**config.mk**
```make
export PLATFORM = sky130hd
export DESIGN_NAME = jtag_dtm_tap
export DESIGN_NICKNAME = d
export VERILOG_FILES = /design/src/rtl/jtag_dtm_pkg.sv /design/src/rtl/jtag_tap_fsm.sv /design/src/rtl/jtag_dtm_tap.sv
export SDC_FILE = /design/constraint.sdc
export NUM_CORES = 1
export LEC_CHECK = 0
export ABC_CLOCK_PERIOD_IN_PS = 5950
export CORE_MARGIN = 5
export CORE_UTILIZATION = 59
export CTS_BUF_LIST = sky130_fd_sc_hd__clkbuf_8
export DETAILED_ROUTE_END_ITERATION = 6
export GPL_ROUTABILITY_DRIVEN = 0
export HOLD_SLACK_MARGIN = 0.15
export PLACE_DENSITY_LB_ADDON = 0.3
export SLEW_MARGIN = 25
export SYNTH_ARGS = -nofsm -noshare
export SYNTH_HDL_FRONTEND = slang
export SYNTH_SLANG_ARGS = --single-unit
```
**constraint.sdc**
```tcl
create_clock -name TCK -period 5.95 [get_ports TCK]
set_clock_uncertainty 0.15 [all_clocks]
set_input_delay 1.4875 -clock TCK [delete_from_list [all_inputs] [get_ports TCK]]
set_output_delay 1.4875 -clock TCK [all_outputs]
set_load 0.01 [all_outputs]
```
**src/rtl/jtag_dtm_pkg.sv**
```systemverilog
// Shared types and constants for the RISC-V JTAG DTM TAP.
// The optional IDCODE instruction is controlled by JTAG_DTM_IDCODE_EN (see jtag_dtm_tap).
package jtag_dtm_pkg;

  typedef enum logic [3:0] {
    TAP_TLR,      TAP_RTI,
    TAP_SEL_DR,   TAP_CAP_DR,   TAP_SHIFT_DR, TAP_EXIT1_DR,
    TAP_PAUSE_DR, TAP_EXIT2_DR, TAP_UPD_DR,
    TAP_SEL_IR,   TAP_CAP_IR,   TAP_SHIFT_IR, TAP_EXIT1_IR,
    TAP_PAUSE_IR, TAP_EXIT2_IR, TAP_UPD_IR
  } tap_state_e;

  localparam int IR_W = 5;

  localparam logic [IR_W-1:0] IR_IDCODE  = 5'h01;
  localparam logic [IR_W-1:0] IR_DTMCS   = 5'h10;
  localparam logic [IR_W-1:0] IR_DMI     = 5'h11;
  localparam logic [IR_W-1:0] IR_BYPASS  = 5'h1F;
  localparam logic [IR_W-1:0] IR_CAPTURE = 5'b00001;

  localparam logic [1:0] DMI_OP_NOP   = 2'd0;
  localparam logic [1:0] DMI_OP_READ  = 2'd1;
  localparam logic [1:0] DMI_OP_WRITE = 2'd2;

  localparam logic [1:0] DMI_STAT_OK     = 2'd0;
  localparam logic [1:0] DMI_STAT_FAILED = 2'd2;
  localparam logic [1:0] DMI_STAT_BUSY   = 2'd3;

  localparam int DTMCS_DMIRESET_BIT  = 16;
  localparam int DTMCS_HARDRESET_BIT = 17;

  localparam logic [3:0] DTM_VERSION = 4'd1;

endpackage

```
**src/rtl/jtag_tap_fsm.sv**
```systemverilog
// IEEE 1149.1 16-state TAP controller with decoded IR/DR strobes.
module jtag_tap_fsm
  import jtag_dtm_pkg::*;
(
  input  logic tck,
  input  logic rst,
  input  logic tms,
  output logic test_logic_reset,
  output logic capture_ir,
  output logic shift_ir,
  output logic update_ir,
  output logic capture_dr,
  output logic shift_dr,
  output logic update_dr
);

  tap_state_e state, state_nxt;

  // State register; reset parks the TAP in Test-Logic-Reset.
  always_ff @(posedge tck) begin
    if (rst) state <= TAP_TLR;
    else     state <= state_nxt;
  end

  // Next-state on TMS and strobes decoded from the current state.
  always_comb begin
    state_nxt        = state;
    test_logic_reset = (state == TAP_TLR);
    capture_ir       = (state == TAP_CAP_IR);
    shift_ir         = (state == TAP_SHIFT_IR);
    update_ir        = (state == TAP_UPD_IR);
    capture_dr       = (state == TAP_CAP_DR);
    shift_dr         = (state == TAP_SHIFT_DR);
    update_dr        = (state == TAP_UPD_DR);
    unique case (state)
      TAP_TLR:      state_nxt = tms ? TAP_TLR      : TAP_RTI;
      TAP_RTI:      state_nxt = tms ? TAP_SEL_DR   : TAP_RTI;
      TAP_SEL_DR:   state_nxt = tms ? TAP_SEL_IR   : TAP_CAP_DR;
      TAP_CAP_DR:   state_nxt = tms ? TAP_EXIT1_DR : TAP_SHIFT_DR;
      TAP_SHIFT_DR: state_nxt = tms ? TAP_EXIT1_DR : TAP_SHIFT_DR;
      TAP_EXIT1_DR: state_nxt = tms ? TAP_UPD_DR   : TAP_PAUSE_DR;
      TAP_PAUSE_DR: state_nxt = tms ? TAP_EXIT2_DR : TAP_PAUSE_DR;
      TAP_EXIT2_DR: state_nxt = tms ? TAP_UPD_DR   : TAP_SHIFT_DR;
      TAP_UPD_DR:   state_nxt = tms ? TAP_SEL_DR   : TAP_RTI;
      TAP_SEL_IR:   state_nxt = tms ? TAP_TLR      : TAP_CAP_IR;
      TAP_CAP_IR:   state_nxt = tms ? TAP_EXIT1_IR : TAP_SHIFT_IR;
      TAP_SHIFT_IR: state_nxt = tms ? TAP_EXIT1_IR : TAP_SHIFT_IR;
      TAP_EXIT1_IR: state_nxt = tms ? TAP_UPD_IR   : TAP_PAUSE_IR;
      TAP_PAUSE_IR: state_nxt = tms ? TAP_EXIT2_IR : TAP_PAUSE_IR;
      TAP_EXIT2_IR: state_nxt = tms ? TAP_UPD_IR   : TAP_SHIFT_IR;
      TAP_UPD_IR:   state_nxt = tms ? TAP_SEL_DR   : TAP_RTI;
      default:      state_nxt = TAP_TLR;
    endcase
  end

endmodule

```
**src/rtl/jtag_dtm_tap.sv**
```systemverilog
// RISC-V JTAG DTM: TAP, IR/IDCODE/BYPASS/DTMCS/DMI registers and the DMI
// valid/ready request + response interface toward the Debug Module.
// Define JTAG_DTM_IDCODE_EN to include the IDCODE instruction; without it
// IR resets to BYPASS and 0x01 decodes as BYPASS.
module jtag_dtm_tap
  import jtag_dtm_pkg::*;
#(
  parameter int          ABITS       = 7,
  parameter logic [31:0] IDCODE_VAL  = 32'h1000_0CFD,
  parameter int          IDLE_CYCLES = 1
) (
  input  logic             TCK,
  input  logic             RST,
  input  logic             TMS,
  input  logic             TDI,
  output logic             TDO,
  output logic             TDO_EN,
  output logic             DMI_REQ_VALID,
  input  logic             DMI_REQ_READY,
  output logic [ABITS-1:0] DMI_REQ_ADDR,
  output logic [31:0]      DMI_REQ_DATA,
  output logic [1:0]       DMI_REQ_OP,
  input  logic             DMI_RSP_VALID,
  input  logic [31:0]      DMI_RSP_DATA,
  input  logic [1:0]       DMI_RSP_OP
);

  localparam int DRW = ABITS + 34;
  localparam int LW  = $clog2(DRW);

  // Field order matches the DMI scan register, so a scan casts straight in.
  typedef struct packed {
    logic [ABITS-1:0] addr;
    logic [31:0]      data;
    logic [1:0]       op;
  } dmi_req_t;

  logic tlr, capture_ir, shift_ir, update_ir, capture_dr, shift_dr, update_dr;

  logic [IR_W-1:0] ir, ir_sr;
  logic [DRW-1:0]  dr_sr, dr_cap, dr_nxt;
  logic [LW-1:0]   dr_msb;
  logic            is_idcode, is_dtmcs, is_dmi;

  dmi_req_t    req, upd;
  logic        req_valid, outstanding;
  logic [1:0]  dmistat;
  logic [31:0] rsp_buf, dtmcs;

  jtag_tap_fsm u_fsm (
    .tck              (TCK),
    .rst              (RST),
    .tms              (TMS),
    .test_logic_reset (tlr),
    .capture_ir       (capture_ir),
    .shift_ir         (shift_ir),
    .update_ir        (update_ir),
    .capture_dr       (capture_dr),
    .shift_dr         (shift_dr),
    .update_dr        (update_dr)
  );

`ifdef JTAG_DTM_IDCODE_EN
  localparam logic [IR_W-1:0] IR_RESET = IR_IDCODE;
  assign is_idcode = (ir == IR_IDCODE);
`else
  localparam logic [IR_W-1:0] IR_RESET = IR_BYPASS;
  assign is_idcode = 1'b0;
`endif

  assign is_dtmcs = (ir == IR_DTMCS);
  assign is_dmi   = (ir == IR_DMI);
  assign upd      = dmi_req_t'(dr_sr);

  assign dtmcs = {14'b0, 1'b0, 1'b0, 1'b0, 3'(IDLE_CYCLES), dmistat,
                  6'(ABITS), DTM_VERSION};

  // Capture value and length of the selected DR; shift inserts TDI at its MSB.
  always_comb begin
    dr_cap = '0;
    dr_msb = '0;
    if (is_idcode) begin
      dr_cap[31:0] = IDCODE_VAL;
      dr_msb       = LW'(31);
    end else if (is_dtmcs) begin
      dr_cap[31:0] = dtmcs;
      dr_msb       = LW'(31);
    end else if (is_dmi) begin
      dr_cap = {req.addr, rsp_buf, (outstanding ? DMI_STAT_BUSY : dmistat)};
      dr_msb = LW'(DRW - 1);
    end
    dr_nxt         = dr_sr >> 1;
    dr_nxt[dr_msb] = TDI;
  end

  // IR and DR shift paths.
  always_ff @(posedge TCK) begin
    if (RST) begin
      ir    <= IR_RESET;
      ir_sr <= '0;
      dr_sr <= '0;
    end else begin
      if (tlr)        ir    <= IR_RESET;
      if (capture_ir) ir_sr <= IR_CAPTURE;
      if (shift_ir)   ir_sr <= {TDI, ir_sr[IR_W-1:1]};
      if (update_ir)  ir    <= ir_sr;
      if (capture_dr) dr_sr <= dr_cap;
      if (shift_dr)   dr_sr <= dr_nxt;
    end
  end

  // DMI request/response tracking; later statements take priority
  // (hard reset beats a same-cycle response).
  always_ff @(posedge TCK) begin
    if (RST) begin
      req         <= '0;
      req_valid   <= 1'b0;
      outstanding <= 1'b0;
      dmistat     <= DMI_STAT_OK;
      rsp_buf     <= '0;
    end else begin
      if (req_valid && DMI_REQ_READY) req_valid <= 1'b0;
      if (DMI_RSP_VALID && outstanding) begin
        rsp_buf     <= DMI_RSP_DATA;
        outstanding <= 1'b0;
        if (DMI_RSP_OP == DMI_STAT_FAILED && dmistat == DMI_STAT_OK)
          dmistat <= DMI_STAT_FAILED;
      end
      if (capture_dr && is_dmi && outstanding && dmistat == DMI_STAT_OK)
        dmistat <= DMI_STAT_BUSY;
      if (update_dr && is_dtmcs) begin
        if (dr_sr[DTMCS_DMIRESET_BIT] || dr_sr[DTMCS_HARDRESET_BIT])
          dmistat <= DMI_STAT_OK;
        if (dr_sr[DTMCS_HARDRESET_BIT]) begin
          outstanding <= 1'b0;
          req_valid   <= 1'b0;
        end
      end
      if (update_dr && is_dmi && dmistat == DMI_STAT_OK && !outstanding &&
          (upd.op == DMI_OP_READ || upd.op == DMI_OP_WRITE)) begin
        req         <= upd;
        req_valid   <= 1'b1;
        outstanding <= 1'b1;
      end
    end
  end

  assign TDO_EN        = shift_ir | shift_dr;
  assign TDO           = shift_ir ? ir_sr[0] : (shift_dr ? dr_sr[0] : 1'b0);
  assign DMI_REQ_VALID = req_valid;
  assign DMI_REQ_ADDR  = req.addr;
  assign DMI_REQ_DATA  = req.data;
  assign DMI_REQ_OP    = req.op;

endmodule

```
# --- Yosys cells after proc, flatten, opt, wreduce, memory -nomap -nowiden ---
# Index checks and enable logic that the tools add are counted.
classes:
  n_bitwise: 1
  muxes: 43
  n_eq_ne: 20
  n_reduce_logical: 23
  order_cmp: 2
ops:
  columns: ["op", "count"]
  rows:
  - ["$mux 41", 3]
  - ["$pmux 4 s12", 1]
  - ["$bwmux 41", 1]
  - ["$eq 4x4->1 const B", 8]
  - ["$mux 32", 1]
  - ["$mux 5", 4]
  - ["$mux 2", 9]
  - ["$eq 4x3->1 const B", 4]
  - ["$mux 4", 4]
  - ["$mux 1", 14]
  - ["$logic_and 1x1->1", 12]
  - ["$mux 6", 2]
  - ["$eq 5x5->1 const B", 2]
  - ["$mux 9", 1]
  - ["$eq 4x2->1 const B", 2]
  - ["$lt 6x7->1 const B", 1]
  - ["$demux 1 s6", 1]
  - ["$ge 6x1->1 const B", 1]
  - ["$mux 3", 2]
  - ["$reduce_bool 2->1", 3]
  - ["$eq 2x2->1 const B", 2]
  - ["$eq 4x1->1 const B", 1]
  - ["$logic_not 4->1", 1]
  - ["$reduce_or 2->1", 2]
  - ["other kinds (6)", 7]
word_totals:
  elab_cells: 100
  in_bits: 40
  out_inout_bits: 44
  reg_bits: 132

# --- Longest topological paths before layout ---
logic_depth:
  ltp_word: 9
  ltp_mapped: 7
  depth_no_buf: 4

# --- Modules after synthesis ---
# A second synthesis with hierarchy kept.
hier_totals:
  cells_unflattened: 661
  area_unflattened_um2: 5670.4
modules_own_cells:
  columns: ["mod", "area_each_um2", "instances", "cells_each"]
  rows:
  - ["jtag_dtm_tap", 5308.8, 1, 613]
  - ["jtag_tap_fsm", 361.6, 1, 48]

# --- Worst setup path after synthesis ---
# OpenSTA, ideal clock, no wires.
synth_timing:
  path_kind: "register to output"
  from: "register u_fsm.state[3]"
  to: "output TDO"
  arrival_ps: 1477
  n_path_buf: 2
  required_ps: 4313
  path_stages_with_launch: 5
  setup_slack_ps: 2835
  path_cell_list: "dfxtp_1 buf_2 nor4b_4 clkbuf_1 a32o_1"
synth_between:
  elab_chain_len: 3
  elab_cells_between_ends: 4
  cone_classes: "2 x eq/ne; 2 x mux"
synth_rtl:
  columns: ["element", "line", "rtl"]
  rows:
  - ["start, declared", "jtag_tap_fsm.sv:17", "tap_state_e state, state_nxt;"]
  - ["start signal, assigned", "jtag_tap_fsm.sv:22", "else state <= state_nxt;"]
  - ["$eq 4x3->1", "jtag_tap_fsm.sv:33", "shift_dr = (state == TAP_SHIFT_DR);"]
  - ["$mux 1", "jtag_dtm_tap.sv:149", "assign TDO = shift_ir ? ir_sr[0] : (shift_dr ? dr_sr[0] : 1'b0);"]
  - ["$mux 1 *", "jtag_dtm_tap.sv:149", null]
  - ["end, declared", "jtag_dtm_tap.sv:16", "output logic TDO,"]
# Every way passes the cells marked *; elsewhere a longest branch is shown, timed or not.

# --- Worst setup path after layout ---
# Ends and elaborated chain as after synthesis.

==> results.yml <==
power:
  p_int_mw: 1.406
  ir_worst_vdd_mv: 0.1817
  swShare: 0.2215
  p_sw_mw: 0.4001
  p_seq_frac: 0.500
  power_density_mw_per_mm2: 277.5
  cellLeakagePower_nw: 2.235
  comb_power_share: 0.048
  power.share.clock: 0.452
synthesis:
  yosysMostFrequentCell: "nand2_1"
  synth.avg_cell_area_um2: 8.287
  ys_seq_area_frac: 0.5006
  synth_edf_count: 0
  yosys.area.top_type_share: 0.5006
  yosys_warnings: 0
  synth_ff_type: "dfxtp_1"
  synth_cells: 637
  syn-num-nets: 677
  synthArstFlopShare: 0
  synth_area_mm2: 0.005279
  ys_types: 56
  yosysTopAreaCell: "dfxtp_1"
  synth.top_cells.by_count: "nand2_1 (134), dfxtp_1 (132), a21oi_1 (89)"
  synth_seq_cells: 132
  ys_top_cells_by_area: "dfxtp_1 (50%), nand2_1 (9.5%), a21oi_1 (8.4%), o21ai_0 (4.7%), nand3_1 (4.6%)"
worst_hold_path:
  hold_class: "flop to flop"
global_route:
  globalRouteTotalUtil: 0.2438
  grt_pass1_wl_um: 22380
  grt_overflow: 0
  antenna_found_initial: 0
  grt_pass1_vias: 4543
  grt_max_degree: 71
route:
  avgRoutedWirePerCell_um: 16.55
  first_iter_violations: 367
  finalWirelength_um: 13430
  first_pass_iters: 6
  via_per_inst: 6.004
  final_antenna_net_count: 0
  drc: 0
  vias: 4869
job:
  maxCapViolCount: 0
floorplanning:
  num_rows: 34
  dieArea_mm2: 0.01094
  die_w_um: 104.6
  die_y_um: 104.6
  start_util: 0.6053
  ios: 84
  core_mm2: 0.008721
critical_path:
  worstPathMaxFanout: 17
  end_kind: "output pin"
  cp_cell_sequence: "nand2_1, nor2_1, a32o_1, clkdlybuf4s50_1"
  worst-path-buf-inv: 1
  critPathMaxStageDelay_ns: 0.68
  cp.arrival_ns: 2.45
  crit_required_ns: 4.31
  worstSetupPathType: "flop to output pin"
  critPathLaunchType: "flop"
  crit_family: "flip-flops"
  slowest_stage: "dfxtp_1"
clock_network:
  cts_tree: "yes"
  post-cts-setup-buffers: 0
  cts.clk_slew.worst_paths_ns: 0.07
  clock-sinks: 132
  cts-htree-levels: 4
  cts_hold_buf: 0
  cts_inserted_buffers: 17
  clock_path_buffers: 2
  cts_resized: 0
  clk_latency_ns: 0.41
  clockRootBuffer: "clkbuf_8"
sta:
  finalCritPeriodShare: 0.6874
  fin_ws_ns: 1.860
  max_clock_freq_mhz: 244.5
  rsz0062_at_grt: "false"
  report.final.hold_viol_count: 0
  finalSetupViolations: 0
  fin_crit_ns: 4.090
  whs_ns: 0.3067
  relSlewSlack: 0.5093
  fin_tns_setup_ns: 0
  tightest_slew_ns: 0.7350
  final_max_slew_viol_count: 0
finish:
  seq_area_mm2: 0.002643
  fillers: 648
  final_nets: 731
  multi_input_comb_area_mm2: 0.002395
  post-route-util: 0.7462
  drive_above_1_share: 0.08393
  antenna_cells: 0
  area_growth_pct: 23.28
placed_design:
  dp_slack_ns: 1.962
  hpwlAfterDp_um: 8512
  portBuffers: 83
status:
  status: "complete, no violations"
## state kept, by name (all words and copies together) (netlist names)
name,flops
dr_sr,41
DMI_REQ_DATA,32
dmistat,2
outstanding,1
ir_sr,5
rsp_buf,32
DMI_REQ_VALID,1
DMI_REQ_OP,2
DMI_REQ_ADDR,7
u_fsm.state,4
ir,5
## power groups by stage
| stage | combinational, mW | clock [mW] | sequential (mW) |
|---|---|---|---|
| global route | 0.0921 | 0.867 | 0.904 |
| floorplan | 0.0543 | 0 | 0.912 |
| detailed placement | 0.0822 | 0 | 0.923 |
| CTS | 0.0837 | 0.819 | 0.903 |
| finish | 0.0858 | 0.817 | 0.903 |
| global placement | 0.0809 | 0 | 0.922 |
## area by class of cell
class | instances | area share
clock buffers | 19 | 0.04018
flip-flops and latches | 132 | 0.4061
well taps | 108 | 0.02077
multi-input cells | 447 | 0.3680
inverters | 3 | 0.001730
repair buffers | 90 | 0.1359
clock inverters | 12 | 0.02730
## metrics by stage
step / instance area (um^2) / std cells / total power, mW
after detailed placement: 6052 / 779 / 1.005
after global placement: 6048 / 779 / 1.002
after CTS: 6491 / 810 / 1.805
after global routing: 6507 / 811 / 1.863
after floorplan: 5279 / 637 / 0.9666
final: 6507 / 811 / 1.806
## kinds of logic (layout without fill, tap and decap cells)
| logic type | Yosys count | after routing | synth area share |
|---|---|---|---|
| xor+xnor | 2 | 2 | 0.003319 |
| simple gates | 246 | 246 | 0.2266 |
| compound gates | 196 | 196 | 0.2159 |
| buf+inv | 58 | 124 | 0.04740 |
| flops | 132 | 132 | 0.5006 |
| mux | 3 | 3 | 0.006162 |
## final timing paths
| check | from | end | slack [ns] | cells after the start |
|---|---|---|---|---|
| worst max-delay path | u_fsm.state[3]$_SDFF_PP0_ | TDO | 1.86 | 4 |
| worst min-delay path | rsp_buf[14]$_SDFFE_PP0P_ | rsp_buf[14]$_SDFFE_PP0P_ | 0.31 | 2 |
| worst max register to register | ir[1]$_SDFFE_PP1P_ | dr_sr[31]$_SDFFE_PP0N_ | 3.35 | 5 |
| worst min register to register | rsp_buf[14]$_SDFFE_PP0P_ | rsp_buf[14]$_SDFFE_PP0P_ | 0.31 | 2 |
## routing by layer
| metal | global-route usage | vias to the layer above | part of all wire |
|---|---|---|---|
| met4 | 0.06758 | 0 | 0.016 |
| li1 | - | 2357 | - |
| met2 | 0.3778 | 209 | 0.47 |
| met3 | 0.06658 | 21 | 0.081 |
| met5 | 0 | - | 0 |
| met1 | 0.3374 | 2282 | 0.43 |
## cell usage in the layout (no fill, tap or decap), drive strengths merged, types with 2 or more instances in the layout
cell	count
nand2	134
dfxtp	132
a21oi	89
clkdlybuf4s50	82
o21ai	51
nand3	49
a22oi	29
nor2	21
clkbuf	19
nand2b	10
buf	8
o22ai	6
a222oi	6
nor3	6
bufinv	4
clkinvlp	4
or4b	4
nor4b	4
nor4	4
clkinv	4
or2	3
a211oi	3
inv	3
xor2	2
nand4	2
mux2	2
and2	2
## worst register-to-register path, cell delays in order (launching register included)
cell and delay (ns):
dfxtp_1 0.34, or4b_1 0.76, nor2_2 0.45, buf_4 0.41, nand3_1 0.12, a311oi_1 0.27
No activity file was read; power rests on OpenSTA's default activity.
